--- config.mk ---
export PLATFORM = sky130hd
export DESIGN_NAME = rr_stream_mux
export DESIGN_NICKNAME = d
export VERILOG_FILES = /design/src/rtl/rr_stream_mux_pkg.sv /design/src/rtl/rr_stream_mux_rr_pick.sv /design/src/rtl/rr_stream_mux.sv
export SDC_FILE = /design/constraint.sdc
export NUM_CORES = 1
export LEC_CHECK = 0
export BUFFER_PORTS_ARGS = -buffer_cell sky130_fd_sc_hd__buf_2
export CELL_PAD_IN_SITES_DETAIL_PLACEMENT = 1
export CELL_PAD_IN_SITES_GLOBAL_PLACEMENT = 2
export CORE_MARGIN = 2
export CORE_UTILIZATION = 25
export CTS_CLUSTER_SIZE = 25
export DETAILED_ROUTE_END_ITERATION = 6
export PLACE_DENSITY_LB_ADDON = 0.25
export SYNTH_ARGS = -nofsm -noshare
export SYNTH_HDL_FRONTEND = slang
export SYNTH_SLANG_ARGS = --single-unit
--- constraint.sdc ---
create_clock -name clk -period 3.49 [get_ports clk]
set_input_delay 0.349 -clock clk [delete_from_list [all_inputs] [get_ports clk]]
set_output_delay 0.349 -clock clk [all_outputs]
set_load 0.02 [all_outputs]
--- src/rtl/rr_stream_mux_pkg.sv ---
// Shared types for the round-robin stream multiplexer.
// Arbitration mode encoding matches the rr_en port.
package rr_stream_mux_pkg;

  typedef enum logic {
    ARB_FIXED = 1'b0,
    ARB_RR    = 1'b1
  } arb_mode_e;

endpackage

--- src/rtl/rr_stream_mux_rr_pick.sv ---
// Combinational arbiter: rotating or fixed-priority request picker.
// Ports: req, ptr, rr_en in; gnt (one-hot), gnt_idx, any out.
module rr_pick
  import rr_stream_mux_pkg::*;
#(
  parameter int N_CH = 4,
  localparam int CH_W = $clog2(N_CH)
) (
  input  logic [N_CH-1:0] req,
  input  logic [CH_W-1:0] ptr,
  input  logic            rr_en,
  output logic [N_CH-1:0] gnt,
  output logic [CH_W-1:0] gnt_idx,
  output logic            any
);

  arb_mode_e         mode;
  logic [CH_W-1:0]   base;
  logic [2*N_CH-1:0] dbl;
  logic [N_CH-1:0]   rot;
  logic [CH_W-1:0]   off;
  logic [CH_W:0]     sum;

  assign mode = arb_mode_e'(rr_en);

  always_comb begin
    base = (mode == ARB_RR) ? ptr : '0;
    // Rotate so that bit 0 is the channel at the search start.
    dbl  = {req, req} >> base;
    rot  = dbl[N_CH-1:0];
    any  = |req;
    off  = '0;
    for (int i = N_CH - 1; i >= 0; i--) begin
      if (rot[i]) off = CH_W'(i);
    end
    // Undo the rotation, wrapping modulo N_CH.
    sum = {1'b0, base} + {1'b0, off};
    if (sum >= (CH_W+1)'(N_CH)) begin
      sum = sum - (CH_W+1)'(N_CH);
    end
    gnt_idx = sum[CH_W-1:0];
    gnt     = any ? (N_CH'(1) << gnt_idx) : '0;
  end

endmodule

--- src/rtl/rr_stream_mux.sv ---
// N-channel valid/ready stream mux with a registered output stage.
// Ports: clk, rst, rr_en, in_valid/in_data/in_ready, out_valid/out_data/out_ch/out_ready.
module rr_stream_mux
  import rr_stream_mux_pkg::*;
#(
  parameter int N_CH = 4,
  parameter int W    = 8,
  localparam int CH_W = $clog2(N_CH)
) (
  input  logic              clk,
  input  logic              rst,
  input  logic              rr_en,
  input  logic [N_CH-1:0]   in_valid,
  input  logic [N_CH*W-1:0] in_data,
  output logic [N_CH-1:0]   in_ready,
  output logic              out_valid,
  output logic [W-1:0]      out_data,
  output logic [CH_W-1:0]   out_ch,
  input  logic              out_ready
);

  logic            load;
  logic [CH_W-1:0] ptr;
  logic [N_CH-1:0] gnt;
  logic [CH_W-1:0] gnt_idx;
  logic            any;
  logic [W-1:0]    ch_data [N_CH];
  arb_mode_e       mode;

  assign mode = arb_mode_e'(rr_en);

  for (genvar i = 0; i < N_CH; i++) begin : g_split
    assign ch_data[i] = in_data[i*W +: W];
  end

  rr_pick #(.N_CH(N_CH)) u_pick (
    .req     (in_valid),
    .ptr     (ptr),
    .rr_en   (rr_en),
    .gnt     (gnt),
    .gnt_idx (gnt_idx),
    .any     (any)
  );

  // Register may refill in the same cycle it drains.
  assign load     = !out_valid || out_ready;
  assign in_ready = (load && !rst) ? gnt : '0;

  always_ff @(posedge clk) begin
    if (rst) begin
      out_valid <= 1'b0;
      out_data  <= '0;
      out_ch    <= '0;
      ptr       <= '0;
    end else if (load) begin
      out_valid <= any;
      if (any) begin
        out_data <= ch_data[gnt_idx];
        out_ch   <= gnt_idx;
        if (mode == ARB_RR) begin
          ptr <= (gnt_idx == CH_W'(N_CH - 1)) ? '0 : gnt_idx + CH_W'(1);
        end
      end
    end
  end

endmodule

==> results of run 1 <==
==> power by group through the flow <==
stage / Combinational, mW / Clock [mW] / Sequential (mW)
2_1_floorplan: 0.165 / 0 / 0.198
3_3_place_gp: 0.246 / 0 / 0.181
3_5_place_dp: 0.247 / 0 / 0.180
4_1_cts: 0.248 / 0.142 / 0.177
5_1_grt: 0.271 / 0.148 / 0.179
6_report: 0.243 / 0.137 / 0.177
==> sequential cells by signal (all words and copies together) (netlist names) <==
name	count
out_ch	2
out_data	8
out_valid	1
ptr	2
==> stage by stage <==
step	util	hold WS [ns]	cell area, um^2	total power, mW	std cells
after floorplan	-	0.418	1320	0.362	176
after global routing	0.321	0.432	1640	0.599	290
final	0.321	0.382	1640	0.557	290
after CTS	0.321	0.381	1640	0.568	290
after global placement	0.312	0.459	1590	0.427	286
after detailed placement	0.312	0.464	1590	0.427	286
==> synth_stat cells <==
cell type,count
o21bai_1,1
nor4_1,1
buf_4,1
clkbuf_1,4
nand2b_1,1
nor4b_1,1
a31oi_1,8
mux2i_1,24
o21a_1,1
inv_2,1
nand2_2,1
inv_1,3
or4b_1,1
nand2_1,17
nor3_1,24
nand3_1,4
a2bb2oi_1,3
o221ai_1,2
nand4_1,8
nor2_1,14
and2_1,1
buf_2,9
nand2b_2,1
a21oi_1,6
a32oi_2,1
o31a_1,1
or3b_1,1
nand2_4,1
a21oi_2,1
a21boi_0,9
buf_12,1
dfxtp_1,13
a21o_1,1
clkinv_1,1
o311a_2,1
and3_1,1
buf_6,2
clkbuf_2,1
ha_1,2
and3b_1,1
nand3b_1,1
==> worst min path at each step <==
stage	slack [ns]	start	cells after the start	endpoint
floorplan	0.42	rst	1	out_data[1]
CTS	0.38	out_ready	4	out_valid
finish	0.38	out_ready	4	out_valid
global route	0.43	out_ready	4	out_valid
global placement	0.46	out_ch[1]	2	out_ch[1]
detailed placement	0.46	out_ch[1]	2	out_ch[1]
==> kinds of logic (layout without fill, tap and decap cells) <==
kind of cell,after synthesis,after routing,synth area share
mux,24,24,0.182
fa+ha+maj,2,2,0.0190
compound gates,35,35,0.196
flops,13,13,0.197
buf+inv,23,67,0.101
simple gates,79,79,0.304
==> metal layers <==
layer	routed length, um	share of wire
met1	1900	0.47
met2	1860	0.46
met3	221	0.055
met4	44	0.011
met5	0	0
==> worst min-delay path, delay by kind of cell <==
kind | cells | cell delay (ns)
buf+inv | 2 | 0.12
simple gates | 1 | 0.06
compound gates | 1 | 0.05
==> final cells by class <==
| cell class | instances | area share |
|---|---|---|
| inverters | 5 | 0.0115 |
| repair buffers | 58 | 0.183 |
| clock buffers | 4 | 0.0275 |
| multi-input cells | 140 | 0.565 |
| well taps | 70 | 0.0535 |
| flip-flops and latches | 13 | 0.159 |
==> run metrics, run 1 <==
Net Count, Synth 218; Chip Height 76.7 um; Top Usage Layer GRT met2; maximum VDD drop 0.000162 V; most frequent cells in the layout buf_2, mux2i_1, nor3_1; 1st-pass router iterations 3; Die Area 5880 um^2; Leak 0.738 nW; Clk Latency, worst-skew pair 0.25 ns; met3 Track Usage GR 0.0400; min-delay worst type input port to register; post-synth top area cell dfxtp_1; Clock Root Buffer clkbuf_8; measured slew at the worst slew-check pin 0.914 ns; I/O Buffers 54; remaining routing DRC violations 0; Global Route met2 Usage 0.233; switching part of the total 0.376; fin nets 263; status finished, final reports clean; Sink Count 13; RSZ-0062 raised after global routing no; DR vias/cell 4.96; initial antenna violation count 0; Final Hold Viols 0; Critical R2R Launch ptr[1]; crit path launch type register; dominant cells by area after synthesis dfxtp_1, mux2i_1, nor3_1, a21boi_0, nand2_1; area grow syn2layout 24.1%; largest net degree at the start of global routing 37; highest-delay cell along the critical path ha_1; Max Fclk 337 MHz; Crit path buffers/inverters 2; CP max FO 10; Post-CTS Hold Buffers 0; worst-case reg-to-reg path depth 10; WL/cell 13.9 um; site row count 26; synth warn 0; core box area 5110 um^2; Crit path depth 9; final setup violation count 0; power per cell area 340 nW/um^2; Clock Power Share 0.246; Resize count post-CTS 0; CTS tree done; Critical Path Start ptr[1]; Max Root-Sink Buffers 2; Reg2Reg Capture Point out_data[2]; crit path kind register to primary output; sw power 210 uW; number of global-route vias before repair 1430; crit path time final 2.96 ns; Distinct cells, synth 41; setup TNS 0 ns; Global Route Usage Sum 0.139; die width 76.7 um; worst-path cell chain nand3_1 > nand2_1 > a21oi_1 > o31a_1 > ha_1 > buf_4 > ha_1 > and2_1 > buf_2; worst setup margin 0.527 ns; cell mode on critical path ha_1; register area share after synthesis 0.197; number of fill cells 667; Reg2Reg Setup Slack 0.85 ns; pre-CTS setup slack 0.630 ns; syn_area_per_cell 7.50 um^2; final worst-path cycle share 0.849; Final HPWL DP 3030 um; clock skew 0.00213 ns; Crit path max-delay family adder cells; multi-input logic area 926 um^2; CP peak stage delay 0.61 ns; antenna-violating nets left 0; maxcap violations 0; Worst-path clk slew 0.06 ns; part of the power in combinational logic 0.436; Max-slew headroom 0.391; gp weighted congestion 0.801; Seq pwr share 0.317; CP endpoint in_ready[3]; postcts setup bufs 0; Initial Util 0.258; Yosys reg bits 13; total gr overflow 0; routed via count 1439; CTS Buf Count 3; I/O Pins 55; n_diodes 0; FF+latch area 260 um^2; Syn Inst Count 176; met1 GRT Util 0.175; # H-tree levels 1; area share of the largest cell type after synthesis 0.197; routed wire length 4020 um; CP endpoint kind primary output; data arrival time of the worst path 2.61 ns; Slew Limit Fails 0; P_int 348 uW; first-pass GRT wire length 6720 um; DRT iter0 DRCs 87; layout cells sized above 1 0.309; Cell Area, Synth 1320 um^2; most common cell after layout, fill and taps aside buf_2; WP data required 3.14 ns
(Power assumes the default switching activity.)
==> run 2: changes to the inputs <==
- clock period: 3.49 -> 2.9 ns (I/O delays scaled with it)
==> run 2 against run 1 <==
- sequential share of layout area is 0.38 points lower
- largest power group unchanged
- critical path depth stayed put
- combinational power is 25% higher
- clock power is 18% higher
- critical path type unchanged
==> run metrics, run 2 (synthesized netlist as in run 1, its figures left out) <==
status finished, final reports clean; CP max FO 16; Clock Root Buffer clkbuf_8; Clock Power Share 0.238; crit path time final 2.60 ns; multi-input logic area 926 um^2; postcts setup bufs 0; Clk Latency, worst-skew pair 0.24 ns; number of fill cells 668; n_diodes 0; Sink Count 13; Max Fclk 385 MHz; Crit path buffers/inverters 2; site row count 26; total gr overflow 0; Global Route Usage Sum 0.141; min-delay worst type input port to register; Critical Path Start ptr[1]; die width 76.7 um; Largest regs out_data x8, out_ch x2, ptr x2; measured slew at the worst slew-check pin 0.954 ns; final worst-path cycle share 0.896; CP peak stage delay 0.40 ns; worst-path cell chain nand3_1 > nand2_1 > a21oi_1 > o31a_1 > ha_1 > buf_12 > ha_1 > and2_1 > buf_2; crit path kind register to primary output; WP data required 2.61 ns; CP endpoint kind primary output; Hold Path Stages 4; FF+latch area 260 um^2; routed wire length 4020 um; Chip Height 76.7 um; # H-tree levels 1; switching part of the total 0.372; cell mode on critical path ha_1; data arrival time of the worst path 2.31 ns; Post-CTS Hold Buffers 0; number of global-route vias before repair 1451; Die Area 5880 um^2; crit path launch type register; Initial Util 0.258; Final Hold Viols 0; Max Root-Sink Buffers 2; area grow syn2layout 27.1%; core box area 5110 um^2; Final HPWL DP 3090 um; Hold EP out_valid; Slew Limit Fails 0; most common cell after layout, fill and taps aside buf_2; final setup violation count 0; part of the power in combinational logic 0.447; fin nets 265; most frequent cells in the layout buf_2, mux2i_1, nor3_1; Top reg by flops out_data; CTS tree done; Leak 0.755 nW; Resize count post-CTS 0; clock skew 0.00135 ns; maximum VDD drop 0.000192 V; power per cell area 405 nW/um^2; WL/cell 13.8 um; worst-case reg-to-reg path depth 11; I/O Pins 55; fin util 0.329; Reg2Reg Capture Point out_data[4]; routed via count 1457; I/O Buffers 54; hold path startpoint out_ready; CTS Buf Count 3; DRT iter0 DRCs 34; maxcap violations 0; Worst-path clk slew 0.06 ns; P_int 427 uW; highest-delay cell along the critical path dfxtp_1; Critical R2R Launch ptr[1]; sw power 253 uW; antenna-violating nets left 0; initial antenna violation count 0; max reg flops 8; Crit path max-delay family adder cells; largest net degree at the start of global routing 32; layout cells sized above 1 0.315; Reg2Reg Setup Slack 0.36 ns; first-pass GRT wire length 6940 um; Seq pwr share 0.314; 1st-pass router iterations 3; remaining routing DRC violations 0; RSZ-0062 raised after global routing no; DR vias/cell 4.99; setup TNS 0 ns; Max-slew headroom 0.364; gp weighted congestion 0.815
run 2: cell count changes in the layout (fill, tap and decap cells not counted):
cell | before | now
buf_12 | 0 | 2
run 2: final cells by class:
type                    count  share of cell area
multi-input cells         140               0.552
repair buffers             60               0.203
flip-flops and latches     13               0.155
well taps                  70              0.0522
clock buffers               4              0.0268
inverters                   5              0.0112
run 2: per-stage QoR:
stage | setup WS (ns) | cells | total power, mW | area, um^2 | hold WS [ns]
3_5_place_dp | 0.283 | 288 | 0.525 | 1630 | 0.460
5_1_grt | 0.0641 | 292 | 0.733 | 1680 | 0.347
6_report | 0.300 | 292 | 0.680 | 1680 | 0.329
3_3_place_gp | 0.293 | 288 | 0.527 | 1630 | 0.458
2_1_floorplan | 0.397 | 176 | 0.436 | 1320 | 0.359
4_1_cts | 0.283 | 292 | 0.693 | 1680 | 0.323
run 2: worst min-delay path: stages:
cell	delay, ns
buf_2	0.07
inv_1	0.05
nand2_1	0.06
a21oi_1	0.05
run 2: layer usage:
metal / GRT usage / part of all wire
met1: 0.187 / 0.50
met2: 0.243 / 0.47
met3: 0.0341 / 0.038
met4: 0.00545 / 0
met5: 0 / 0
run 2: worst max path at each step:
stage                             end  slack, ns  cells past startpoint
after floorplan           out_data[0]       0.40                     13
after global placement    out_data[3]       0.29                     12
after detailed placement  out_data[4]       0.28                     12
after CTS                 in_ready[3]       0.28                      9
after global routing      in_ready[3]       0.06                     11
final                     in_ready[3]       0.30                      9
run 2: power groups by stage:
stage	clock, mW	sequential [mW]	combinational [mW]
after floorplan	0	0.238	0.198
after global placement	0	0.219	0.308
after detailed placement	0	0.217	0.308
after CTS	0.170	0.214	0.309
after global routing	0.178	0.217	0.338
final	0.162	0.214	0.304
==> run 3: changes to the inputs <==
- ABC_AREA: default -> 1
- CORE_UTILIZATION: 25 -> 22
==> run 3 against run 2 <==
- clock skew about the same
- via count decreased by 11%
- final area decreased by 0.37%
- sequential power increased by 5%
- flip-flop and latch count unchanged
- first-iteration DRC count decreased by 76%
- critical path depth increased by 9
==> run metrics, run 3 <==
area post-placement 1480 um^2; post-synthesis compound-gate area fraction 0.0224; Syn Inst Count 175; # H-tree levels 1; site row count 25; Largest regs out_data x8, out_ch x2, ptr x2; maximum VDD drop 0.000139 V; worst-path cell chain nand2_8 > nand2_4 > nand3_2 > nand2_2 > inv_1 > nand2_1 > nand2_1 > inv_1 > ha_2 > inv_4 > xor2_4 > inv_2 > nand3_4 > nand2_8 > ha_2 > inv_2 > nor3_2 > buf_4; most frequent cells in the layout nand2_1, buf_2, nand3_1; total gr overflow 0; Crit path buffers/inverters 6; I/O Buffers 54; clock skew 0.00151 ns; Sink Count 13; crit path launch type register; most common cell in the netlist nand2_1; synth warn 0; hold path startpoint in_data[21]; Clock Root Buffer clkbuf_8; Synth Flop Type dfxtp_1; Synth Area in Adders 0.0224; CTS tree done; CP endpoint kind primary output; Chip Height 75.3 um; data arrival time of the worst path 2.44 ns; Clk Latency, worst-skew pair 0.24 ns; Leak 0.919 nW; DR vias/cell 4.22; Max-slew headroom 0.681; maxcap violations 0; Net Count, Synth 217; area share of the largest cell type after synthesis 0.233; synth cell count leaders nand2_1, nand3_1, inv_1, nor2_1, dfxtp_1; crit path time final 2.73 ns; Global Route Usage Sum 0.132; CTS Buf Count 3; measured slew at the worst slew-check pin 0.476 ns; Cell Area, Synth 1120 um^2; Crit path max-delay family simple AND/OR/NAND/NOR gates; core box area 4820 um^2; FFs w/ async S/R, synth 0; largest net degree at the start of global routing 18; most common cell after layout, fill and taps aside nand2_1; n_diodes 0; Top reg by flops out_data; Worst-path clk slew 0.05 ns; routed wire length 3630 um; Critical R2R Launch ptr[0]; Initial Util 0.232; CP peak stage delay 0.42 ns; register area share after synthesis 0.233; layout cells sized above 1 0.435; I/O Pins 55; initial antenna violation count 0; WP data required 2.61 ns; final setup violation count 0; max reg flops 8; 1st-pass router iterations 4; Die Area 5660 um^2; Critical Path Start ptr[0]; CP max FO 7; WL/cell 11.9 um; power per cell area 479 nW/um^2; Distinct cells, synth 19; highest-delay cell along the critical path dfxtp_4; routed via count 1292; xor/xnor cell area share of the yosys netlist 0.0246; antenna-violating nets left 0; number of global-route vias before repair 1266; Final Power 800 uW; syn_area_per_cell 6.38 um^2; DRT iter0 DRCs 8; Slew Limit Fails 0; gp weighted congestion 0.771; fin nets 282; proportion of synthesized area in mux cells 0.0896; final worst-path cycle share 0.943; Max Root-Sink Buffers 2; remaining routing DRC violations 0; EDFF count, synth 0; dominant cells by area after synthesis dfxtp_1, nand2_1, nand3_1, mux2i_1, inv_1; first-pass GRT wire length 5730 um; Final HPWL DP 2920 um; Final Hold Viols 0; status finished, final reports clean; area grow syn2layout 49.6%; min-delay worst type input port to register; Synth Area in Simple Gates 0.520; Max Fclk 366 MHz; main combinational cell family by area after synthesis simple AND/OR/NAND/NOR gates; crit path kind register to primary output; die width 75.3 um; post-synth top area cell dfxtp_1; Yosys reg bits 13; final instance area 1670 um^2
[run 3: cell types whose count changed after synthesis, sizes merged, moves of 9 or more]
cell and delta:
a21boi -9, buf -11, inv +17, mux2i -14
nand2 +53, nand3 +27, nor3 -23
[run 3: power by group]
part           total [mW]  switching (mW)  internal, mW
Clock               0.161          0.0637        0.0970
Sequential          0.225          0.0180         0.207
Combinational       0.414           0.250         0.165
[run 3: metrics by stage]
| stage | setup WS [ns] | hold slack, ns | util | std cells | setup TNS [ns] |
|---|---|---|---|---|---|
| global placement | 0.154 | 0.437 | 0.308 | 297 | 0 |
| CTS | 0.00371 | 0.385 | 0.317 | 301 | 0 |
| floorplan | 0.140 | 0.438 | - | 175 | 0 |
| finish | 0.166 | 0.387 | 0.347 | 306 | 0 |
| global route | -0.0138 | 0.408 | 0.347 | 306 | -0.0199 |
| detailed placement | 0.0769 | 0.436 | 0.308 | 297 | 0 |
[run 3: worst paths after layout]
check                                   end  slack (ns)  cells past startpoint
worst max-delay path            in_ready[3]        0.17                     18
worst min-delay path            out_data[5]        0.39                      5
worst max register to register  out_data[0]        0.55                     19
worst min register to register  out_data[4]        0.45                      2
[run 3: cell type report]
type | count | area (um^2)
repair buffers | 63 | 347
fillers | 647 | 3150
inverters | 21 | 83.8
well taps | 67 | 83.8
clock buffers | 4 | 45.0
multi-input cells | 138 | 847
flip-flops and latches | 13 | 265
[run 3: layer usage]
metal / global-route usage / up-vias / part of all wire
met2: 0.230 / 47 / 0.48
met5: 0 / - / 0
met4: 0.0234 / 0 / 0.0074
met3: 0.0428 / 4 / 0.075
met1: 0.160 / 564 / 0.44
li1: - / 677 / -
[run 3: logic make-up (layout without fill, tap and decap cells)]
kind of cell | after synthesis | count (layout)
AOI/OAI and AO/OA | 5 | 5
buffers and inverters | 24 | 88
DFF | 13 | 13
and+or+nand+nor | 120 | 120
muxes | 10 | 10
xor gates and xnor gates | 1 | 1
adders and majority gates | 2 | 2
[run 3: what timing repair did]
item / in CTS / in global routing
setup buffers: 0 / 5
setup endpoints to repair: 3 / 4
resized for setup: 2 / 31
hold buffers: 0 / 0
pin swaps: 1 / 9
[run 3: worst reg2reg max path, delay by kind of cell (launching register included)]
family,cells,cell delay (ns)
simple gates,10,0.87
buf+inv,7,0.58
flops,1,0.42
xor+xnor,1,0.19
fa+ha+maj,1,0.18
